## src/rtl/mult_div_pkg.sv

```systemverilog
// Shared types and constants for the iterative multiply/divide unit.
// Optional feature: define MULT_DIV_SIGNED_EN to make MULT and DIV signed.
package mult_div_pkg;

    // Operation encoding as presented on the Op port.
    typedef enum logic [1:0] {
        OP_MULT  = 2'b00,
        OP_MULTU = 2'b01,
        OP_DIV   = 2'b10,
        OP_DIVU  = 2'b11
    } opCode_e;

    // Control FSM states.
    typedef enum logic [1:0] {
        ST_IDLE = 2'b00,
        ST_CALC = 2'b01,
        ST_FIX  = 2'b10,
        ST_DONE = 2'b11
    } fsmState_e;

    // Opcode field constants: bit 1 selects divide, bit 0 selects unsigned.
    localparam int OP_DIV_BIT      = 1;
    localparam int OP_UNSIGNED_BIT = 0;

    // True for the two divide opcodes.
    function automatic logic isDivOp(input opCode_e op);
        return (op == OP_DIV) || (op == OP_DIVU);
    endfunction

    // True for the opcodes that treat operands as two's complement.
    function automatic logic isSignedOp(input opCode_e op);
        return (op == OP_MULT) || (op == OP_DIV);
    endfunction

endpackage : mult_div_pkg

```

## src/rtl/mult_div_step.sv

```systemverilog
// One radix-2 iteration of the shared datapath: a shift-add multiply step
// or a restoring divide step, selected by isDiv. Purely combinational; the
// iteration registers live in mult_div_unit.
module mult_div_step #(
    parameter int WIDTH = 32
) (
    input  logic             isDiv,
    input  logic [WIDTH-1:0] accHi,    // partial product high half / partial remainder
    input  logic [WIDTH-1:0] accLo,    // multiplier bits / dividend bits + quotient bits
    input  logic [WIDTH-1:0] operand,  // multiplicand / divisor magnitude
    output logic [WIDTH-1:0] nextHi,
    output logic [WIDTH-1:0] nextLo
);

    logic [WIDTH:0]   mulSum;
    logic [WIDTH:0]   divShift;
    logic [WIDTH-1:0] divDiff;
    logic             divFits;

    // Compute both step flavours and select the one the current op needs.
    // NOTE: every output of a combinational block gets a default first, so
    // no path through the block can infer a latch.
    always_comb begin
        nextHi   = accHi;
        nextLo   = accLo;

        // Multiply: add the multiplicand when the current multiplier bit is
        // set, then shift the {carry, hi, lo} chain right by one.
        mulSum   = {1'b0, accHi} + (accLo[0] ? {1'b0, operand} : '0);

        // Divide: shift the next dividend bit into the remainder and try to
        // subtract the divisor. When the subtraction fits, the true
        // remainder is below the divisor, so the low WIDTH bits suffice.
        divShift = {accHi, accLo[WIDTH-1]};
        divFits  = (divShift >= {1'b0, operand});
        divDiff  = divShift[WIDTH-1:0] - operand;

        if (isDiv) begin
            nextHi = divFits ? divDiff : divShift[WIDTH-1:0];
            nextLo = {accLo[WIDTH-2:0], divFits};
        end else begin
            nextHi = mulSum[WIDTH:1];
            nextLo = {mulSum[0], accLo[WIDTH-1:1]};
        end
    end

endmodule : mult_div_step

```

## src/rtl/mult_div_unit.sv

```systemverilog
// Iterative multiply/divide unit with Hi/Lo result registers.
// Multiplies and divides unsigned magnitudes one bit per cycle, then applies
// sign correction in a single FIX cycle before writing Hi/Lo.
// Optional feature: define MULT_DIV_SIGNED_EN for signed MULT/DIV; without
// it MULT behaves as MULTU and DIV as DIVU with identical latency.
module mult_div_unit
    import mult_div_pkg::*;
#(
    parameter int WIDTH = 32
) (
    input  logic             Clk,
    input  logic             Reset,
    input  logic             Start,
    input  logic [1:0]       Op,
    input  logic [WIDTH-1:0] A,
    input  logic [WIDTH-1:0] B,
    input  logic             HiWrite,
    input  logic             LoWrite,
    input  logic [WIDTH-1:0] WrData,
    output logic             Busy,
    output logic             Done,
    output logic             DivZero,
    output logic [WIDTH-1:0] Hi,
    output logic [WIDTH-1:0] Lo
);

    localparam int CNT_W = $clog2(WIDTH);

    fsmState_e          state;
    fsmState_e          nextState;
    opCode_e            opReg;
    opCode_e            opIn;
    logic [WIDTH-1:0]   accHi;
    logic [WIDTH-1:0]   accLo;
    logic [WIDTH-1:0]   divisor;
    logic [WIDTH-1:0]   hiReg;
    logic [WIDTH-1:0]   loReg;
    logic               divZeroReg;
    logic [CNT_W-1:0]   counter;

    logic               zeroDiv;
    logic [WIDTH-1:0]   aMag;
    logic [WIDTH-1:0]   bMag;
    logic [WIDTH-1:0]   stepHi;
    logic [WIDTH-1:0]   stepLo;
    logic [2*WIDTH-1:0] product;
    logic [WIDTH-1:0]   quotient;
    logic [WIDTH-1:0]   remainder;
    logic [WIDTH-1:0]   finalHi;
    logic [WIDTH-1:0]   finalLo;

`ifdef MULT_DIV_SIGNED_EN
    logic               aNeg;
    logic               bNeg;
    logic               negMain;  // product / quotient must be negated
    logic               negRem;   // remainder must be negated
`endif

    // Decode the incoming request and reduce operands to magnitudes.
    always_comb begin
        opIn    = opCode_e'(Op);
        zeroDiv = isDivOp(opIn) && (B == '0);
`ifdef MULT_DIV_SIGNED_EN
        aNeg    = isSignedOp(opIn) && A[WIDTH-1];
        bNeg    = isSignedOp(opIn) && B[WIDTH-1];
        aMag    = aNeg ? -A : A;
        bMag    = bNeg ? -B : B;
`else
        aMag    = A;
        bMag    = B;
`endif
    end

    mult_div_step #(
        .WIDTH(WIDTH)
    ) u_step (
        .isDiv  (isDivOp(opReg)),
        .accHi  (accHi),
        .accLo  (accLo),
        .operand(divisor),
        .nextHi (stepHi),
        .nextLo (stepLo)
    );

    // Sign-correct the magnitude results and pick the Hi/Lo pair for FIX.
    always_comb begin
        product   = {accHi, accLo};
        quotient  = accLo;
        remainder = accHi;
`ifdef MULT_DIV_SIGNED_EN
        if (negMain) begin
            product  = -product;
            quotient = -accLo;
        end
        if (negRem) begin
            remainder = -accHi;
        end
`endif
        case (opReg)
            OP_DIV, OP_DIVU: begin
                finalHi = remainder;
                finalLo = quotient;
            end
            default: begin
                finalHi = product[2*WIDTH-1:WIDTH];
                finalLo = product[WIDTH-1:0];
            end
        endcase
    end

    // FSM state register.
    // NOTE: sequential state uses non-blocking assignments so every register
    // samples its inputs from the same pre-edge values.
    always_ff @(posedge Clk or posedge Reset) begin
        if (Reset) begin
            state <= ST_IDLE;
        end else begin
            state <= nextState;
        end
    end

    // FSM next-state logic; DONE always falls back to IDLE.
    always_comb begin
        nextState = state;
        case (state)
            ST_IDLE: if (Start) nextState = zeroDiv ? ST_DONE : ST_CALC;
            ST_CALC: if (counter == '0) nextState = ST_FIX;
            ST_FIX:  nextState = ST_DONE;
            ST_DONE: nextState = ST_IDLE;
            default: nextState = ST_IDLE;
        endcase
    end

    // Operand latch, iteration registers, Hi/Lo and the divide-by-zero flag.
    always_ff @(posedge Clk or posedge Reset) begin
        if (Reset) begin
            opReg      <= OP_MULT;
            accHi      <= '0;
            accLo      <= '0;
            divisor    <= '0;
            hiReg      <= '0;
            loReg      <= '0;
            divZeroReg <= 1'b0;
            counter    <= '0;
`ifdef MULT_DIV_SIGNED_EN
            negMain    <= 1'b0;
            negRem     <= 1'b0;
`endif
        end else begin
            case (state)
                ST_IDLE: begin
                    if (Start) begin
                        // A divide by zero skips CALC/FIX, so the latched
                        // values are never consumed and Hi/Lo stay intact.
                        divZeroReg <= zeroDiv;
                        opReg      <= opIn;
                        accHi      <= '0;
                        accLo      <= aMag;
                        divisor    <= bMag;
                        counter    <= CNT_W'(WIDTH - 1);
`ifdef MULT_DIV_SIGNED_EN
                        negMain    <= aNeg ^ bNeg;
                        negRem     <= aNeg;
`endif
                    end else begin
                        if (HiWrite) hiReg <= WrData;
                        if (LoWrite) loReg <= WrData;
                    end
                end
                ST_CALC: begin
                    accHi <= stepHi;
                    accLo <= stepLo;
                    if (counter != '0) counter <= counter - 1'b1;
                end
                ST_FIX: begin
                    hiReg <= finalHi;
                    loReg <= finalLo;
                end
                default: ;
            endcase
        end
    end

    assign Busy    = (state == ST_CALC) || (state == ST_FIX);
    assign Done    = (state == ST_DONE);
    assign DivZero = divZeroReg;
    assign Hi      = hiReg;
    assign Lo      = loReg;

endmodule : mult_div_unit

```

## config.mk

```make
export PLATFORM = sky130hd
export DESIGN_NAME = mult_div_unit
export DESIGN_NICKNAME = d
export VERILOG_FILES = /design/src/rtl/mult_div_pkg.sv /design/src/rtl/mult_div_step.sv /design/src/rtl/mult_div_unit.sv
export SDC_FILE = /design/constraint.sdc
export NUM_CORES = 1
export LEC_CHECK = 0
export BUFFER_PORTS_ARGS = -buffer_cell sky130_fd_sc_hd__buf_4
export CAP_MARGIN = 20
export CORE_ASPECT_RATIO = 1.75
export CORE_UTILIZATION = 50
export CTS_CLUSTER_DIAMETER = 60
export DETAILED_ROUTE_END_ITERATION = 10
export GPL_ROUTABILITY_DRIVEN = 1
export GPL_TIMING_DRIVEN = 1
export PLACE_DENSITY = 0.83
export SYNTH_ARGS = -nofsm -noshare
export SYNTH_HDL_FRONTEND = slang
export SYNTH_SLANG_ARGS = --single-unit
```

## constraint.sdc

```tcl
create_clock -name Clk -period 6 [get_ports Clk]
set_clock_uncertainty 0.2 [all_clocks]
set_input_delay 0.3 -clock Clk [delete_from_list [all_inputs] [get_ports Clk]]
set_output_delay 0.3 -clock Clk [all_outputs]
set_load 0.03 [all_outputs]
```

==> results by group, run 1 <==
Yosys
  • YS warnings: 0
  • Seq/Total Area, Yosys: 36.0%
  • Asr flop ratio synth: 100%
  • Mapped cell area: 11700 sq um
  • Distinct cell type count after synthesis: 75
  • Syn_nets: 1551
  • Number of flops mapped to enable cells by yosys: 0
  • Mapped Cells: 1376
  • Syn_area_per_cell: ~8.5 sq um
  • Seq cells post-synth: 169
  • Top_reg_cell synth: dfrtp_1

Timing
  • RSZ-0062 raised after global routing: false
  • Final period util: 73.4%
  • Final Max Tran Viols: 0
  • Relative slew slack: 35.4%
  • # setup viols final: 0
  • Final Critical Period: 4.41 ns
  • Setup TNS: 0 ns
  • Fmax: between 200 and 250 MHz
  • Least-Margin Pin Slew: 0.969 ns
  • Hold slack: 0.0332 ns
  • Final hold vios: 0

Setup path
  • CP startpoint kind: flip-flop
  • Setup crit end kind: flip-flop
  • Levels on crit path: 12
  • Reg2Reg Depth: 12
  • Bufs and invs on worst path: 1
  • Crit path max fanout: 24
  • Peak per-stage delay on the critical path: 0.85 ns
  • CP required: 6.14 ns
  • Setup CP Type: flip-flop to flip-flop
  • CP delay by family, top: compound AO/OA/AOI/OAI gates
  • Worst EP arrival: 4.54 ns
  • Critical path's slowest cell: dfrtp_1
  • R2R setup slack: ~1.6 ns
  • CP Cell Sequence: buf_4 -> and2_1 -> ha_1 -> a2111oi_0 -> o21ai_0 -> nand3_1 -> o21ai_1 -> a221o_1 -> a31oi_2 -> o21ai_0 -> xnor2_1 -> a221o_1

Clock tree
  • Worst skew pair latency: 0.45 ns
  • CTS Hold Bufs: between 60 and 70
  • H-tree depth: 4
  • Register clock-pin slew on the reported worst setup and hold paths: approximately 0.060 ns
  • Post-CTS Setup Inserts: 0
  • Resized Gates After CTS: 0
  • TritonCTS clock tree: done
  • TritonCTS Sinks: 169
  • Clock root cell: clkbuf_16
  • Total CTS buffers: 17
  • CTS Buffer Depth: 2

Route
  • Vias post-DR: 11200
  • Via/cell ratio: roughly 6.0
  • Drt drc: 0
  • ANT nets after route: 0
  • 1st-pass router iterations: 5
  • Post-DR wirelength/cell: 19.4 microns
  • Routed wire length: 36300 microns
  • Iteration-0 DRC Markers: 984

Global routing
  • Total global routing track utilization: 30.6%
  • Initial antenna violation count: 0
  • First-pass GRT wire length: 57500 microns
  • Largest net degree at the start of global routing: 108
  • Vias in the first global route: 11200
  • Congestion Overflow GR: 0

Placed design
  • PortBufs: ~170
  • Final HPWL DP: 26400 microns
  • Routability cong.: 0.980
  • Placed Area: 13200 sq um

Power
  • Gate power share: 62.8%
  • Sequential power share: approximately 25%
  • Clock group share of total power: 12.1%
  • Sw Pwr: 4.55 mW
  • Switch share: between 50% and 60%
  • PwrDens: 628 nW/um^2
  • Worst IR Drop VDD: 0.261 mV
  • P_int: 4.50 mW
  • Static Leakage: between 6 and 7 nW

Layout
  • Most common cell after layout, fill and taps aside: buf_4
  • Nets: 1737
  • P&R area growth vs syn: 22.8%
  • Final core utilization: 63.1%
  • Number of fill cells: 1962
  • Layout cell share with drive strength beyond 1: 17.0%
  • Most frequent cells in the layout: buf_4 (179), dfrtp_1 (168), a21oi_1 (165), o21ai_0 (156), nand2_1 (151)
  • # diodes: 0
  • Design area: 14400 sq um

Floorplan
  • Core footprint: 22800 sq um
  • Row Count: 73
  • Die area: 24100 sq um
  • Die height: 205 microns
  • Chip Width: about 120 microns
  • Initial Utilization: 51.4%
  • I/O pin cnt: 170

Flow run
  • Max-cap violations: 0

Run status
  • Status: complete, no violations

Min path
  • Hold Path Class: primary input to flip-flop
  • Hold depth: 3
cells in the mapped netlist, drive strengths merged, types with 17 or more instances:
cell type | instances | area [sq um]
a21o | 29 | 219
a21oi | 169 | 853
and2 | 36 | 226
buf | 17 | 93.8
clkbuf | 60 | 225
dfrtp | 169 | 4230
ha | 70 | 876
inv | 60 | 225
mux2 | 33 | 372
mux2i | 48 | 480
nand2 | 151 | 567
nand3 | 19 | 95.1
nor2 | 68 | 263
nor2b | 41 | 257
nor3 | 18 | 90.1
o21ai | 162 | 822
xnor2 | 37 | 324
cells by family (layout without fill, tap and decap cells):
| kind of cell | after synthesis | count (layout) | synth area share [%] |
|---|---|---|---|
| adders and majority gates | 72 | 72 | 7.80 |
| xor gates and xnor gates | 53 | 53 | 3.96 |
| buffers and inverters | 138 | 336 | 4.72 |
| DFF | 169 | 169 | 36.0 |
| muxes | 81 | 81 | 7.26 |
| AOI/OAI and AO/OA | 475 | 475 | 24.3 |
| and+or+nand+nor | 388 | 388 | 15.9 |
power groups by stage:
stage / Clock, mW / Combinational, mW / Sequential [mW]
global placement: 0 / 5.41 / 2.25
detailed placement: 0 / 5.54 / 2.28
finish: 1.10 / 5.68 / 2.27
floorplan: 0 / 3.89 / 2.37
global route: 1.15 / 6.22 / 2.33
CTS: 1.11 / 5.60 / 2.26
worst min-delay path: cells and delay by family:
kind	cells	cell delay, ns
compound gates	2	0.26
buf+inv	1	0.08
stage by stage:
stage	power (mW)	worst slack [ns]	std cells
floorplan	6.26	0.925	1376
global placement	7.66	1.80	1777
detailed placement	7.81	1.79	1777
CTS	8.97	1.64	1873
global route	9.69	1.34	1874
finish	9.05	1.59	1874
path summary, 6_finish.rpt:
kind                                      startpoint                      to
worst min-delay path                           A[20]   accLo[20]$_DFFE_PP0P_
max in group asynchronous                      Reset  divisor[3]$_DFFE_PP0P_
worst min register to register    Lo[10]$_DFFE_PP0P_      Lo[10]$_DFFE_PP0P_
worst max-delay path            accLo[0]$_DFFE_PP0P_   accHi[24]$_DFFE_PP0P_
min in group asynchronous                      Reset      Lo[26]$_DFFE_PP0P_
worst max register to register  accLo[0]$_DFFE_PP0P_   accHi[24]$_DFFE_PP0P_
state kept, by name, summed over array words and instances, names as in the netlist:
signal and flops:
accHi 32, Hi 32, opReg 1, Lo 32
accLo 32, state 2, divisor 32, DivZero 1
counter 5
area by class of cell:
cell class                 count  area, sq um  share of cell area (%)
timing repair buffer         245         2010                    13.9
multi-input combinational   1069         6990                    48.5
tap                          300          375                    2.61
clock inverter                11          123                   0.851
clock buffer                  20          447                    3.10
sequential                   169         4230                    29.4
inverter                      60          230                    1.60
layer usage:
metal	wire [microns]	track usage, %	up-vias
met3	1710	4.23	108
met2	19100	55.8	416
met1	13600	33.2	5397
met4	1870	18.6	0
met5	0	0	-
li1	-	-	5292
(Power assumes the default switching activity.)
==> run 2: changes to the inputs <==
Clock period 6 ns to 4.1 ns, I/O delays scaled along.
==> results by group, run 2 (same netlist as run 1, synthesis figures left out) <==
Run status
  • Status: complete, no violations (unchanged)

Placed design
  • Final HPWL DP: 26700 microns (was 26400 microns)
  • Pre-CTS setup slack: 0.256 ns (was 1.79 ns)
  • Routability cong.: 1.01 (was 0.980)
  • PortBufs: 168 (unchanged)
  • Placed instance count: 1786 (was 1777)
  • Placed Area: 13200 sq um (about the same)

Setup path
  • Crit path max fanout: 15 (was 24)
  • CP startpoint kind: flip-flop (unchanged)
  • CP required: 4.23 ns (was 6.14 ns)
  • Worst EP arrival: 4.01 ns (was 4.54 ns)
  • Setup crit end kind: flip-flop (unchanged)
  • Setup CP Type: flip-flop to flip-flop (unchanged)

Floorplan
  • Die area: 24100 sq um (unchanged)
  • Initial Utilization: 51.4% (unchanged)
  • Die height: 205 microns (unchanged)
  • Core footprint: 22800 sq um (unchanged)
  • I/O pin cnt: 170 (unchanged)
  • Row Count: 73 (unchanged)
  • Chip Width: 118 microns (unchanged)

Layout
  • Fin cells: 1887 (was 1874)
  • Final core utilization: 63.7% (was 63.1%)
  • Number of fill cells: 1895 (was 1962)
  • Most common cell after layout, fill and taps aside: buf_4 (unchanged)
  • # diodes: 0 (unchanged)
  • Layout cell share with drive strength beyond 1: 17.6% (was 17.0%)
  • Design area: 14600 sq um (was 14400 sq um)
  • Most frequent cells in the layout: buf_4 (187), dfrtp_1 (167), a21oi_1 (165), o21ai_0 (156), nand2_1 (151) (was buf_4 (179), dfrtp_1 (168), a21oi_1 (165), o21ai_0 (156), nand2_1 (151))
  • P&R area growth vs syn: 24.0% (was 22.8%)
  • Nets: 1749 (was 1737)

Timing
  • Setup TNS: 0 ns (unchanged)
  • # setup viols final: 0 (unchanged)
  • Fmax: 257 MHz (was 227 MHz)
  • Relative slew slack: 29.3% (was 35.4%)
  • RSZ-0062 raised after global routing: false (unchanged)
  • Final hold vios: 0 (unchanged)
  • Least-Margin Pin Slew: 1.05 ns (was 0.969 ns)
  • Final Critical Period: 3.89 ns (was 4.41 ns)
  • Worst setup margin: 0.214 ns (was 1.59 ns)
  • Final period util: 94.8% (was 73.4%)
  • Final Max Tran Viols: 0 (unchanged)
  • Hold slack: 0.0166 ns (was 0.0332 ns)

Global routing
  • Total global routing track utilization: 31.3% (was 30.6%)
  • Congestion Overflow GR: 0 (unchanged)
  • Vias in the first global route: 11700 (was 11200)
  • Initial antenna violation count: 1 (was 0)
  • Largest net degree at the start of global routing: 97 (was 108)
  • First-pass GRT wire length: 59200 microns (was 57500 microns)

Route
  • Post-DR wirelength/cell: 19.7 microns (was 19.4 microns)
  • 1st-pass router iterations: 6 (was 5)
  • ANT nets after route: 0 (unchanged)
  • Via/cell ratio: 6.19 (was 5.98)
  • Drt drc: 0 (unchanged)
  • Vias post-DR: 11700 (was 11200)
  • Iteration-0 DRC Markers: 1219 (was 984)
  • Routed wire length: 37200 microns (was 36300 microns)

Clock tree
  • Clock root cell: clkbuf_16 (unchanged)
  • TritonCTS clock tree: done (unchanged)
  • CTS Buffer Depth: 2 (unchanged)
  • Register clock-pin slew on the reported worst setup and hold paths: 0.07 ns (was 0.06 ns)
  • Worst skew pair latency: 0.45 ns (about the same)
  • H-tree depth: 4 (unchanged)
  • Total CTS buffers: 17 (unchanged)
  • TritonCTS Sinks: 169 (unchanged)

Flow run
  • Max-cap violations: 0 (unchanged)

Power
  • Worst IR Drop VDD: 0.477 mV (was 0.261 mV)
  • PwrDens: 928 nW/um^2 (was 628 nW/um^2)
  • Clock group share of total power: 12.5% (was 12.1%)
  • Total power: 13.5 mW (was 9.05 mW)
  • Switch share: 50.6% (was 50.3%)
  • Sequential power share: 24.5% (was 25.1%)
  • P_int: 6.67 mW (was 4.50 mW)
  • Sw Pwr: 6.83 mW (was 4.55 mW)
  • Gate power share: 63.0% (was 62.8%)
  • Static Leakage: 6.80 nW (was 6.72 nW)

Min path
  • Hold Path Class: primary input to flip-flop (unchanged)
run 2: layout make-up:
| type | instances | area (sq um) | share of cell area, % |
|---|---|---|---|
| multi-input combinational | 1069 | 6990 | 48.0 |
| clock inverter | 15 | 183 | 1.26 |
| tap | 300 | 375 | 2.58 |
| inverter | 60 | 229 | 1.57 |
| timing repair buffer | 257 | 2120 | 14.6 |
| clock buffer | 17 | 425 | 2.92 |
| sequential | 169 | 4230 | 29.1 |
run 2: routing by layer:
| metal | global-route usage [%] | vias to the layer above | share of wire (%) |
|---|---|---|---|
| met1 | 33.2 | 5582 | 36 |
| met4 | 20.9 | 2 | 5.9 |
| met2 | 57.0 | 596 | 52 |
| li1 | - | 5325 | - |
| met3 | 4.79 | 168 | 6.3 |
| met5 | 0 | - | 0.035 |
run 2: power groups by stage:
stage | sequential (mW) | combinational (mW) | clock, mW
2_1_floorplan | 3.47 | 5.69 | 0
3_3_place_gp | 3.27 | 7.94 | 0
3_5_place_dp | 3.29 | 8.20 | 0
4_1_cts | 3.26 | 8.31 | 1.70
5_1_grt | 3.39 | 9.26 | 1.76
6_report | 3.31 | 8.51 | 1.69
run 2: what timing repair did:
| action | CTS | global route |
|---|---|---|
| hold buffers | 68 | 0 |
| endpoints found under the hold margin | 99 | 0 |
| gates resized for setup | 0 | 1 |
| endpoints found under the setup margin | 0 | 2 |
| buffers inserted | 0 | 0 |
run 2: critical path: stages, from the launching register on:
cell and delay [ns]:
dfrtp_2 0.53, and2_1 0.19, ha_1 0.35, a211o_1 0.32, a221o_1 0.37, a31oi_1 0.15, o21ai_1 0.20, a221o_1 0.42
a31oi_2 0.31, o21ai_0 0.21, xnor2_1 0.16, a221o_1 0.33
run 2: path summary, 6_finish.rpt:
kind / startpoint / endpoint / slack (ns) / cells after the start
worst max-delay path: accLo[0]$_DFFE_PP0P_ / accHi[24]$_DFFE_PP0P_ / 0.21 / 11
worst min-delay path: WrData[8] / Lo[8]$_DFFE_PP0P_ / 0.02 / 4
worst max register to register: accLo[0]$_DFFE_PP0P_ / accHi[24]$_DFFE_PP0P_ / 0.21 / 11
worst min register to register: Lo[8]$_DFFE_PP0P_ / Lo[8]$_DFFE_PP0P_ / 0.28 / 2
max in group asynchronous: Reset / accHi[11]$_DFFE_PP0P_ / 2.47 / 4
min in group asynchronous: Reset / Hi[24]$_DFFE_PP0P_ / 0.26 / 3
==> run 3: changes to the inputs <==
Settings changed: MAX_ROUTING_LAYER set to met4, SETUP_SLACK_MARGIN set to 0.1.
==> results by group, run 3 (same netlist as run 1, synthesis figures left out) <==
Global routing
  • Total global routing track utilization: 31.8% (was 31.3%)
  • Vias in the first global route: 11600 (was 11700)
  • Largest net degree at the start of global routing: 170 (was 97)
  • Congestion Overflow GR: 0 (unchanged)
  • Initial antenna violation count: 0 (was 1)
  • First-pass GRT wire length: 58400 microns (was 59200 microns)

Layout
  • Most common cell after layout, fill and taps aside: buf_4 (unchanged)
  • Most frequent cells in the layout: buf_4 (184), dfrtp_1 (167), a21oi_1 (165), o21ai_0 (156), nand2_1 (151) (was buf_4 (187), dfrtp_1 (167), a21oi_1 (165), o21ai_0 (156), nand2_1 (151))
  • Number of fill cells: 1897 (was 1895)
  • # diodes: 0 (unchanged)
  • Nets: 1745 (was 1749)
  • Layout cell share with drive strength beyond 1: 17.3% (was 17.6%)
  • P&R area growth vs syn: 23.7% (was 24.0%)

Setup path
  • CP required: 4.23 ns (about the same)
  • Reg2Reg Depth: 11 (unchanged)
  • R2R setup slack: 0.33 ns (was 0.21 ns)
  • Setup crit end kind: flip-flop (unchanged)
  • Worst EP arrival: 3.90 ns (was 4.01 ns)
  • CP startpoint kind: flip-flop (unchanged)
  • Crit path max fanout: 19 (was 15)
  • End of the worst register-to-register path: accHi[24]$_DFFE_PP0P_ (unchanged)
  • Setup CP Type: flip-flop to flip-flop (unchanged)
  • Reg2reg start: accLo[0]$_DFFE_PP0P_ (unchanged)

Min path
  • Hold Path Class: primary input to flip-flop (unchanged)
  • Min-delay src: WrData[20] (was WrData[8])
  • Hold depth: 4 (unchanged)
  • Hold Path Sink: Hi[20]$_DFFE_PP0P_ (was Lo[8]$_DFFE_PP0P_)

Clock tree
  • TritonCTS Sinks: 169 (unchanged)
  • TritonCTS clock tree: done (unchanged)
  • Register clock-pin slew on the reported worst setup and hold paths: 0.07 ns (about the same)
  • Total CTS buffers: 17 (unchanged)
  • Clock root cell: clkbuf_16 (unchanged)
  • CTS Buffer Depth: 2 (unchanged)
  • Worst skew pair latency: 0.45 ns (about the same)
  • Post-CTS Setup Inserts: 0 (unchanged)
  • H-tree depth: 4 (unchanged)

Placed design
  • Routability cong.: 1.03 (was 1.01)
  • Final HPWL DP: 26500 microns (was 26700 microns)
  • PortBufs: 168 (unchanged)

Floorplan
  • Chip Width: 118 microns (unchanged)
  • Initial Utilization: 51.4% (unchanged)
  • Row Count: 73 (unchanged)
  • Die area: 24100 sq um (unchanged)
  • Die height: 205 microns (unchanged)
  • Core footprint: 22800 sq um (unchanged)
  • I/O pin cnt: 170 (unchanged)

Timing
  • Least-Margin Pin Slew: 1.14 ns (was 1.05 ns)
  • Final hold vios: 0 (unchanged)
  • RSZ-0062 raised after global routing: false (unchanged)
  • Final period util: 92.0% (was 94.8%)
  • Setup TNS: 0 ns (unchanged)
  • Hold slack: 0.00729 ns (was 0.0166 ns)
  • Relative slew slack: 23.8% (was 29.3%)
  • # setup viols final: 0 (unchanged)
  • Final Max Tran Viols: 0 (unchanged)
  • Fmax: 265 MHz (was 257 MHz)
  • Final Critical Period: 3.77 ns (was 3.89 ns)

Route
  • 1st-pass router iterations: 6 (unchanged)
  • Post-DR wirelength/cell: 19.3 microns (was 19.7 microns)
  • Via/cell ratio: 6.09 (was 6.19)
  • Drt drc: 0 (unchanged)
  • Routed wire length: 36400 microns (was 37200 microns)
  • Vias post-DR: 11500 (was 11700)
  • ANT nets after route: 0 (unchanged)
  • Iteration-0 DRC Markers: 1016 (was 1219)

Power
  • Total power: 13.4 mW (was 13.5 mW)
  • Worst IR Drop VDD: 0.428 mV (was 0.477 mV)
  • Static Leakage: 6.79 nW (was 6.80 nW)
  • PwrDens: 926 nW/um^2 (was 928 nW/um^2)

Run status
  • Status: complete, no violations (unchanged)

Flow run
  • Max-cap violations: 0 (unchanged)
-- run 3: cell type report --
class	instances	area (sq um)	share of cell area [%]
Clock buffer	20	447	3.08
Timing Repair Buffer	253	2080	14.3
Multi-Input combinational cell	1069	6990	48.2
Inverter	60	229	1.58
Tap cell	300	375	2.59
Clock inverter	12	163	1.12
Sequential cell	169	4230	29.1
-- run 3: metrics by stage --
step / setup WS (ns) / std cells / instance area [sq um] / util (%)
after floorplan: 0.662 / 1376 / 11700 / -
after global placement: 0.254 / 1783 / 13200 / 57.9
after detailed placement: 0.205 / 1783 / 13200 / 57.9
after CTS: 0.181 / 1883 / 14500 / 63.6
after global routing: 0.149 / 1883 / 14500 / 63.6
final: 0.328 / 1883 / 14500 / 63.6
-- run 3: repair_timing --
item	CTS	global route
endpoints found under the setup margin	0	7
hold buffers	68	0
gates resized for setup	0	1
hold endpoints to repair	236	0
-- run 3: worst max-delay path: stages (launching register included) --
cell,delay (ns)
dfrtp_2,0.54
and2_1,0.20
ha_1,0.38
a2111oi_0,0.41
o21ai_0,0.21
nand3_1,0.17
o21ai_1,0.19
a221o_1,0.41
a31oi_2,0.30
o21ai_0,0.18
xnor2_1,0.15
a221o_1,0.31
-- run 3: how the worst max path moves through the flow --
stage | from | to | slack [ns] | cells past startpoint
global placement | accLo[0]$_DFFE_PP0P_ | accHi[24]$_DFFE_PP0P_ | 0.25 | 11
finish | accLo[0]$_DFFE_PP0P_ | accHi[24]$_DFFE_PP0P_ | 0.33 | 11
floorplan | accLo[0]$_DFFE_PP0P_ | accHi[24]$_DFFE_PP0P_ | 0.66 | 12
detailed placement | accLo[0]$_DFFE_PP0P_ | accHi[24]$_DFFE_PP0P_ | 0.20 | 11
CTS | accLo[0]$_DFFE_PP0P_ | accHi[24]$_DFFE_PP0P_ | 0.18 | 11
global route | accLo[0]$_DFFE_PP0P_ | accHi[28]$_DFFE_PP0P_ | 0.15 | 11
-- run 3: routing by layer --
layer	wire length (microns)	track usage, %	vias to the layer above
met5	0	-	-
met4	2240	21.0	0
met3	2110	5.65	158
met2	18900	54.9	512
met1	13200	33.0	5472
li1	-	-	5324
-- run 3: report_power, final --
group | switching (mW) | leakage, nW | internal [mW]
Sequential | 0.870 | 2.11 | 2.43
Clock | 0.731 | 0.297 | 0.984
Combinational | 5.13 | 4.38 | 3.30
